$ cat config.mk
export PLATFORM = sky130hd
export DESIGN_NAME = conv_1d_mac_array
export DESIGN_NICKNAME = d
export VERILOG_FILES = /design/src/rtl/conv_1d_mac_array.sv
export SDC_FILE = /design/constraint.sdc
export NUM_CORES = 1
export LEC_CHECK = 0
export CAP_MARGIN = 20
export CORE_UTILIZATION = 63
export DETAILED_ROUTE_END_ITERATION = 6
export DONT_BUFFER_PORTS = 1
export GPL_TIMING_DRIVEN = 0
export PLACE_DENSITY = 0.79
export SLEW_MARGIN = 10
export SYNTH_ARGS = -nofsm -noshare
export SYNTH_HDL_FRONTEND = slang
export SYNTH_SLANG_ARGS = --single-unit
$ cat constraint.sdc
create_clock -name clk -period 9.1 [get_ports clk]
set_clock_uncertainty 0.1 [all_clocks]
set_input_delay 1.82 -clock clk [delete_from_list [all_inputs] [get_ports clk]]
set_output_delay 1.82 -clock clk [all_outputs]
set_load 0.005 [all_outputs]
$ cat src/rtl/conv_1d_mac_array.sv
// Multi-channel 1-D convolution MAC: accumulates KLEN signed w*x taps per channel and presents one result window.
// Optional output clamping is compiled in with `define CONV1D_MAC_SAT_EN; otherwise results wrap to OUT_W bits.
//
// state | meaning
// ------+-------------------------------------------------------
// ACC   | accepting tap beats, accumulating per-channel sums
// HOLD  | result window presented, waiting for out_ready
module conv_1d_mac_array #(
  parameter int NUM_CH = 4,
  parameter int DATA_W = 8,
  parameter int KLEN   = 3,
  parameter int OUT_W  = 16
) (
  input  logic                       clk,
  input  logic                       rst_n,
  input  logic                       clear,
  input  logic                       in_valid,
  output logic                       in_ready,
  input  logic [NUM_CH*DATA_W-1:0]   w_in,
  input  logic [NUM_CH*DATA_W-1:0]   x_in,
  output logic                       out_valid,
  input  logic                       out_ready,
  output logic [NUM_CH*OUT_W-1:0]    out_data,
  output logic [NUM_CH-1:0]          sat_flag,
  output logic [$clog2(KLEN):0]      tap_cnt
);

  localparam int CLOG_K = (KLEN > 1) ? $clog2(KLEN) : 1;
  localparam int ACC_W  = 2*DATA_W + CLOG_K;
  localparam int PROD_W = 2*DATA_W;
  localparam int TCW    = $clog2(KLEN) + 1;

  typedef enum logic {S_ACC = 1'b0, S_HOLD = 1'b1} state_t;

  state_t state_q, state_d;

  logic signed [ACC_W-1:0]   acc_q [NUM_CH];
  logic signed [ACC_W-1:0]   sum_d [NUM_CH];
  logic [NUM_CH*OUT_W-1:0]   conv_d;
  logic                      fire;
  logic                      tap_last;

  assign fire     = in_valid & in_ready;
  assign tap_last = (tap_cnt == TCW'(KLEN-1));

`ifdef CONV1D_MAC_SAT_EN
  localparam logic signed [ACC_W-1:0] SAT_MAX = {{(ACC_W-OUT_W+1){1'b0}}, {(OUT_W-1){1'b1}}};
  localparam logic signed [ACC_W-1:0] SAT_MIN = {{(ACC_W-OUT_W+1){1'b1}}, {(OUT_W-1){1'b0}}};
  logic [NUM_CH-1:0] sat_d;
  logic [NUM_CH-1:0] sat_q;
`endif

  for (genvar c = 0; c < NUM_CH; c++) begin : g_ch
    logic signed [DATA_W-1:0] w_c;
    logic signed [DATA_W-1:0] x_c;
    logic signed [PROD_W-1:0] prod_c;
    logic signed [ACC_W-1:0]  prod_ext;

    assign w_c      = w_in[c*DATA_W +: DATA_W];
    assign x_c      = x_in[c*DATA_W +: DATA_W];
    assign prod_c   = w_c * x_c;
    assign prod_ext = {{(ACC_W-PROD_W){prod_c[PROD_W-1]}}, prod_c};
    assign sum_d[c] = acc_q[c] + prod_ext;

`ifdef CONV1D_MAC_SAT_EN
    logic sat_hi;
    logic sat_lo;
    assign sat_hi   = (sum_d[c] > SAT_MAX);
    assign sat_lo   = (sum_d[c] < SAT_MIN);
    assign sat_d[c] = sat_hi | sat_lo;
    assign conv_d[c*OUT_W +: OUT_W] = sat_hi ? SAT_MAX[OUT_W-1:0] :
                                      sat_lo ? SAT_MIN[OUT_W-1:0] :
                                               sum_d[c][OUT_W-1:0];
`else
    assign conv_d[c*OUT_W +: OUT_W] = sum_d[c][OUT_W-1:0];
`endif
  end

  always_ff @(posedge clk or negedge rst_n) begin
    if (!rst_n) state_q <= S_ACC;
    else        state_q <= state_d;
  end

  always_comb begin
    state_d = state_q;
    if (clear) begin
      state_d = S_ACC;
    end else begin
      case (state_q)
        S_ACC:   if (fire && tap_last) state_d = S_HOLD;
        S_HOLD:  if (out_ready)        state_d = S_ACC;
        default: state_d = S_ACC;
      endcase
    end
  end

  // Handshake outputs come straight from the state so out_ready never reaches in_ready.
  always_comb begin
    in_ready  = (state_q == S_ACC);
    out_valid = (state_q == S_HOLD);
  end

  always_ff @(posedge clk or negedge rst_n) begin
    if (!rst_n) begin
      for (int c = 0; c < NUM_CH; c++) acc_q[c] <= '0;
      tap_cnt  <= '0;
      out_data <= '0;
    end else if (clear) begin
      for (int c = 0; c < NUM_CH; c++) acc_q[c] <= '0;
      tap_cnt <= '0;
    end else if (fire) begin
      if (tap_last) begin
        for (int c = 0; c < NUM_CH; c++) acc_q[c] <= '0;
        tap_cnt  <= '0;
        out_data <= conv_d;
      end else begin
        for (int c = 0; c < NUM_CH; c++) acc_q[c] <= sum_d[c];
        tap_cnt <= tap_cnt + TCW'(1);
      end
    end
  end

`ifdef CONV1D_MAC_SAT_EN
  always_ff @(posedge clk or negedge rst_n) begin
    if (!rst_n)                 sat_q <= '0;
    else if (clear)             sat_q <= '0;
    else if (fire && tap_last)  sat_q <= sat_d;
  end

  assign sat_flag = sat_q;
`else
  assign sat_flag = '0;
`endif

endmodule

==> results.toml, run 1 <==
[global_route]
grt_max_degree = 133
grt_first_pass_wirelength_um = 57600
grt.total_usage_pct = 27.9
grt_pass1_vias = 11700
grt_antenna_before_repair = 0
global_route.overflow_total = 0

[clock_tree]
cts.repair.resized = 0
cts_sinks = 132
htreeDepth = 4
cts_max_path_buffers = 2
clock-root-buffer = "sky130_fd_sc_hd__clkbuf_16"
cts_tree = "yes"
numCtsBuffers = 17
ctsHoldBuffers = 0
cts_setup_buffers = 0
cts.clk_slew.worst_paths_ps = 60
clock_latency_of_the_later_clocked_register_in_the_worst_skew_pair_ps = 420

[placement]
dpl.cell_count = 1858
dp_hpwl_um = 27600
routabilityCongestion = 0.881
numPortBuffers = 0

[yosys]
yosysSeqAreaShare_pct = 20.3
yosys.area_share.simple_pct = 10.4
synthFlopType = "sky130_fd_sc_hd__dfrtp_1"
synthesis.area_per_instance_um2 = 10.7
muxShareOfSynthArea_pct = 3.67
synth_seq_cells = 132
synth_xor_xnor_area_share_pct = 4.15
synthesized_area_fraction_occupied_by_ao_oa_aoi_and_oai_cells_pct = 7.56
netlist_area_um2 = 16300
netlist-cell-type-count = 50
synth-async-reset-ratio_pct = 100
synth-edff-count = 0
synth_top_family_by_area = "adder cells"
synth_adder_area_share_pct = 46.4
synthCells = 1525
synthesis.yosys.warnings = 0

[timing]
setup_violations = 0
report.final.hold_viol_count = 0
max_slew_margin_pct = 43.5
totalNegativeSetupSlack_ps = 0
grt_setup_unrepaired = "no"
final_critical_delay_including_setup_and_external_delays_ps = 6700
final.period_utilization_pct = 73.6
fmax_ghz = 0.149
report.final.slew_viol_count = 0
transition_time_at_the_pin_with_the_least_slew_margin_ps = 847

[setup_path]
cp-end-kind = "register"
endpoint_arrival_time_on_the_critical_path_ps = 6910
critical_path.max_fanout = 9
crit_path_frequent_cell = "sky130_fd_sc_hd__fa_1"
critical_path.cell_chain = "and2_1, inv_1, fa_1, inv_1, fa_1, fa_1, fa_1, fa_1, ha_1, o21a_1, o31a_1, or4_1, a31oi_2, o21ai_2, xor2_1, mux2_2"
crit_required_ps = 9300
crit_start = "w_in[15]"
rr_startpoint = "acc_q[42]"
timing.critical_path.to = "out_data[30]"
timing.critical_path.from_type = "input port"
critical-path-max-stage-delay_ps = 600
r2r_end = "out_data[30]"
timing_worst_setup_path_type = "in2reg"
r2r.worst_path.cells = 17
rrSetupSlack_ps = 3940
timing.critical_path.slowest_stage_cell = "sky130_fd_sc_hd__fa_1"

[final_layout]
final_net_count = 2048
final_cell_count_no_fill = 1890
final_layout_size_suffix_gt1_share_pct = 6.28
insertedDiodeCount = 0
syn2layout_area_growth_pct = 6.37

[drt]
drtIter0Drc = 433
drt_wl_total_um = 33700
post-route-drc-count = 0
routed_len_inst_um = 17.8
dr.pass1.iters = 5
postRouteAntennaNets = 0
drt-vias-per-instance = 5.59
dr_total_vias = 10600

[pwr]
cellPowerDensity_nw_per_um2 = 397
irDropWorstVdd_mv = 0.461
p_leak_nw = 8.82

[floorplanning]
die_x_um = 163
floorplan.rows = 58
die_area_um2 = 26500
pin_count = 142
initial_core_util_pct = 64.4
die-height_um = 163
floorplan.core_area_um2 = 25300

[outcome]
status = "completed"

[job]
cap_violations = 0

[worst_hold_path]
hold_path_class = "reg2reg"
-- cells in the final DEF (no fill, tap or decap), drive strengths merged, types with 2 or more instances in the layout --
cell type / count
buf: 5
clkinv: 7
nor2: 54
a31oi: 4
xnor2: 65
clkinvlp: 5
o31a: 4
a21o: 9
fa: 284
mux2: 53
a21oi: 14
nand2b: 6
nand3: 3
bufinv: 3
o211ai: 2
o31ai: 2
or4: 2
nor3: 2
inv: 291
dfrtp: 132
and2: 131
o21ai: 42
conb: 4
a22o: 53
clkbuf: 42
nor2b: 8
o21bai: 7
nand2: 128
o21a: 12
ha: 148
xor2: 12
a211oi: 11
-- how the worst min path moves through the flow --
stage	start	end	slack [ps]	cells past startpoint
2_1_floorplan	acc_q[23]	acc_q[23]	350	2
3_3_place_gp	acc_q[23]	acc_q[23]	370	2
3_5_place_dp	acc_q[60]	acc_q[60]	380	2
4_1_cts	acc_q[60]	acc_q[60]	390	2
5_1_grt	acc_q[60]	acc_q[60]	420	2
6_report	acc_q[60]	acc_q[60]	390	2
-- logic make-up after synthesis --
logic type      after synthesis
compound gates              168
xor+xnor                     77
fa+ha+maj                   432
buf+inv                     321
flops                       132
mux                          53
other cells                   1
simple gates                341
-- metrics by stage --
stage | instance area [um2] | setup WS (ps) | hold slack, ps | util [%] | power (mW)
floorplan | 16300 | 2410 | 350 | - | 4.94
global placement | 16700 | 2060 | 367 | 66.1 | 5.89
detailed placement | 16700 | 1950 | 376 | 66.1 | 6.10
CTS | 17300 | 2380 | 388 | 68.5 | 6.89
global route | 17300 | 2170 | 416 | 68.5 | 7.65
finish | 17300 | 2400 | 388 | 68.5 | 6.86
-- synth_stat cells, types with 2 or more instances --
master                     count  share of area, %
sky130_fd_sc_hd__nand2_1     128               3.0
sky130_fd_sc_hd__nor2b_1       6              0.23
sky130_fd_sc_hd__o211ai_1      2             0.092
sky130_fd_sc_hd__inv_1       288               6.6
sky130_fd_sc_hd__or4_1         2             0.092
sky130_fd_sc_hd__buf_4         4              0.18
sky130_fd_sc_hd__nand2b_1      6              0.23
sky130_fd_sc_hd__o21ai_0      40               1.2
sky130_fd_sc_hd__dfrtp_1     132                20
sky130_fd_sc_hd__a21oi_1      14              0.43
sky130_fd_sc_hd__a31oi_1       2             0.077
sky130_fd_sc_hd__a31oi_2       2              0.15
sky130_fd_sc_hd__clkbuf_1     24              0.55
sky130_fd_sc_hd__ha_1        148                11
sky130_fd_sc_hd__mux2_2       52               3.6
sky130_fd_sc_hd__xor2_1       12              0.65
sky130_fd_sc_hd__a22o_1       53               2.9
sky130_fd_sc_hd__nor2_1       54               1.2
sky130_fd_sc_hd__o31a_1        4              0.22
sky130_fd_sc_hd__fa_1        284                35
sky130_fd_sc_hd__xnor2_1      65               3.5
sky130_fd_sc_hd__o21ai_2       2              0.11
sky130_fd_sc_hd__o31ai_1       2             0.092
sky130_fd_sc_hd__and2_1      131               5.0
sky130_fd_sc_hd__nor3_1        2             0.062
sky130_fd_sc_hd__o21a_1       12              0.55
sky130_fd_sc_hd__o21bai_1      7              0.32
sky130_fd_sc_hd__a21o_1        9              0.42
sky130_fd_sc_hd__nor2b_4       2              0.17
sky130_fd_sc_hd__clkinv_1      4             0.092
sky130_fd_sc_hd__nand3_1       3             0.092
sky130_fd_sc_hd__a211oi_1     11              0.51
-- layout make-up --
cell class                      count  area, um2
Buffer                             29        125
Clock buffer                       18        429
Clock inverter                     14        176
Fill cell                        1910       7960
Inverter                          292       1100
Multi-Input combinational cell   1075      11700
Sequential cell                   132       3300
Tap cell                          330        413
-- critical path: cells and delay by family --
kind	cells	cell delay, ps
and+or+nand+nor	2	930
muxes	1	280
xor gates and xnor gates	1	190
adders and majority gates	6	2820
AOI/OAI and AO/OA	4	700
buffers and inverters	2	180
-- report_power, final --
part / internal [mW] / switching [mW]
sequential: 0.793 / 0.169
clock: 0.434 / 0.278
combinational: 2.33 / 2.85
total: 3.56 / 3.30
-- registers in the layout, summed over array words and instances, names as in the netlist --
signal,flops
acc_q,64
out_valid,1
out_data,64
tap_cnt,3
-- layer usage --
layer,up-vias,track usage (%),wire [um]
li1,4810,-,-
met3,32,4.66,1560
met4,0,6.50,542
met2,248,47.7,17000
met1,5479,37.5,14500
met5,-,0,0
No activity file was read; power rests on OpenSTA's default activity.
==> inputs of run 2 (changes only) <==
CORE_UTILIZATION = 60   (was 63)
clock period = 6.1 ns   (was 9.1 ns; I/O delays follow)
==> run 2 against run 1 <==
  * The run now ends with design-rule violations left
  * First-iteration DRC count is 20% higher
  * Cell count is 0.26% higher
  * Sequential share of layout area is 0.058 points lower
  * Largest cell class unchanged
  * Largest power group unchanged
  * Register-to-register slack got worse by 3000 ps
  * Non-clock buffer count unchanged
==> results.toml, run 2 (same netlist as run 1, synthesis figures left out) <==
[placement]
place_worst_setup_slack_ps = -374
numPortBuffers = 0
placed_cell_area_um2 = 16700
dp_hpwl_um = 28000
routabilityCongestion = 0.833

[outcome]
status = "complete, but fails checks"
violations = "design-rule violations"

[floorplanning]
floorplan.core_area_um2 = 26400
die-height_um = 167
die_area_um2 = 27800
die_x_um = 167
initial_core_util_pct = 61.7
pin_count = 142
floorplan.rows = 59

[final_layout]
most-common-layout-cells = "sky130_fd_sc_hd__inv_1, sky130_fd_sc_hd__fa_1, sky130_fd_sc_hd__ha_1"
fin_area_um2 = 17300
syn2layout_area_growth_pct = 6.69
final_layout_size_suffix_gt1_share_pct = 6.67
final_net_count = 2048
mostFrequentLayoutCell = "sky130_fd_sc_hd__inv_1"
biggestRegsByFlops = "acc_q: 64 flops, out_data: 64 flops, tap_cnt: 3 flops"
insertedDiodeCount = 0

[timing]
final_critical_delay_including_setup_and_external_delays_ps = 5950
fmax_ghz = 0.168
timing.final.ws_setup_ps = 154
report.final.hold_viol_count = 0
grt_setup_unrepaired = "no"
transition_time_at_the_pin_with_the_least_slew_margin_ps = 788
max_slew_margin_pct = 47.5
report.final.slew_viol_count = 0
final.period_utilization_pct = 97.5
setup_violations = 0

[pwr]
combinationalPowerShare_pct = 74.9
irDropWorstVdd_mv = 0.711
p_leak_nw = 8.85
net_switching_power_of_the_design_mw = 4.98
cellPowerDensity_nw_per_um2 = 596
report.power.total_mw = 10.3
power_report.internal_total_mw = 5.36
sequentialPowerShare_pct = 13.9
clock_network_power_share_pct = 11.1
power_switching_share_pct = 48.2

[clock_tree]
cts_max_path_buffers = 2
cts_setup_buffers = 0
numCtsBuffers = 17
cts_tree = "yes"
cts.clk_slew.worst_paths_ps = 70
clock_latency_of_the_later_clocked_register_in_the_worst_skew_pair_ps = 430
cts_sinks = 132
htreeDepth = 4
clock-root-buffer = "sky130_fd_sc_hd__clkbuf_16"

[setup_path]
rrSetupSlack_ps = 940
timing_worst_setup_path_type = "in2reg"
crit_required_ps = 6310
r2r.worst_path.cells = 17
cp-end-kind = "register"
critical_path.max_fanout = 8
timing.critical_path.from_type = "input port"
r2r_end = "out_data[31]"
rr_startpoint = "acc_q[42]"
crit_start = "x_in[9]"
timing.critical_path.to = "out_data[31]"
endpoint_arrival_time_on_the_critical_path_ps = 6150

[job]
cap_violations = 0

[global_route]
grt_pass1_vias = 12100
global_route.overflow_total = 0
grt_antenna_before_repair = 0
grt.total_usage_pct = 27.6
grt_first_pass_wirelength_um = 60300
grt_max_degree = 133

[drt]
dr_total_vias = 10600
dr.pass1.iters = 7
postRouteAntennaNets = 0
drt-vias-per-instance = 5.59
drt_wl_total_um = 34100
routed_len_inst_um = 18.0
post-route-drc-count = 14
drtIter0Drc = 520

[worst_hold_path]
hold_path_class = "in2async"
==> run 2: cell types whose count changed in the layout (fill, tap and decap cells not counted) <==
| cell | before | now |
|---|---|---|
| sky130_fd_sc_hd__clkbuf_1 | 25 | 23 |
| sky130_fd_sc_hd__clkinv_4 | 2 | 1 |
| sky130_fd_sc_hd__inv_8 | 0 | 2 |
| sky130_fd_sc_hd__inv_6 | 3 | 6 |
| sky130_fd_sc_hd__and2_2 | 0 | 3 |
| sky130_fd_sc_hd__clkinv_2 | 1 | 0 |
| sky130_fd_sc_hd__clkinvlp_4 | 5 | 2 |
| sky130_fd_sc_hd__bufinv_16 | 3 | 4 |
| sky130_fd_sc_hd__and2_1 | 131 | 127 |
| sky130_fd_sc_hd__and2_4 | 0 | 1 |
| sky130_fd_sc_hd__clkbuf_2 | 0 | 1 |
==> run 2: worst min-delay path by stage <==
stage / startpoint / end / slack [ps]
after floorplan: acc_q[23] / acc_q[23] / 350
final: rst_n / acc_q[37] / 380
after detailed placement: acc_q[23] / acc_q[23] / 390
after CTS: rst_n / out_data[18] / 370
after global placement: acc_q[42] / acc_q[42] / 370
after global routing: rst_n / acc_q[37] / 360
==> run 2: power by group through the flow <==
stage / Sequential, mW / Combinational (mW) / Clock, mW
2_1_floorplan: 1.36 / 6.02 / 0
3_3_place_gp: 1.45 / 7.37 / 0
3_5_place_dp: 1.46 / 7.69 / 0
4_1_cts: 1.44 / 7.80 / 1.17
5_1_grt: 1.48 / 8.83 / 1.21
6_report: 1.44 / 7.75 / 1.15
==> run 2: cell type report <==
class	instances	area [um2]
Fill cell	2054	9010
Multi-Input combinational cell	1075	11800
Clock inverter	15	219
Clock buffer	17	425
Inverter	292	1100
Sequential cell	132	3300
Tap cell	335	419
Buffer	29	126
==> run 2: repair_timing <==
item | CTS | global route
setup endpoints to repair | 0 | 9
resized for setup | 0 | 7
hold buffers | 0 | 0
==> run 2: critical path: stages <==
cell and delay, ps:
sky130_fd_sc_hd__clkbuf_2 170, sky130_fd_sc_hd__and2_1 440, sky130_fd_sc_hd__fa_1 520, sky130_fd_sc_hd__fa_1 490, sky130_fd_sc_hd__fa_1 570, sky130_fd_sc_hd__fa_1 430
sky130_fd_sc_hd__ha_1 290, sky130_fd_sc_hd__ha_1 340, sky130_fd_sc_hd__a2111o_1 380, sky130_fd_sc_hd__o21ai_0 440, sky130_fd_sc_hd__o31ai_1 120, sky130_fd_sc_hd__o21ai_0 190
sky130_fd_sc_hd__xnor2_1 230, sky130_fd_sc_hd__mux2_2 300
==> run 2: layer usage <==
metal / vias to the layer above / global-route usage (%) / share of wire, %
li1: 4818 / - / -
met1: 5455 / 35.2 / 41
met2: 275 / 47.6 / 51
met3: 52 / 5.94 / 6.1
met4: 0 / 7.57 / 1.9
met5: - / 0 / 0
==> run 2: metrics by stage <==
step / std cells / hold WS, ps / TNS [ps] / utilization [%]
global route: 1895 / 355 / 0 / 65.8
CTS: 1895 / 366 / 0 / 65.8
detailed placement: 1863 / 386 / -3430 / 63.3
finish: 1895 / 379 / 0 / 65.8
global placement: 1863 / 371 / -2170 / 63.3
floorplan: 1528 / 350 / 0 / -
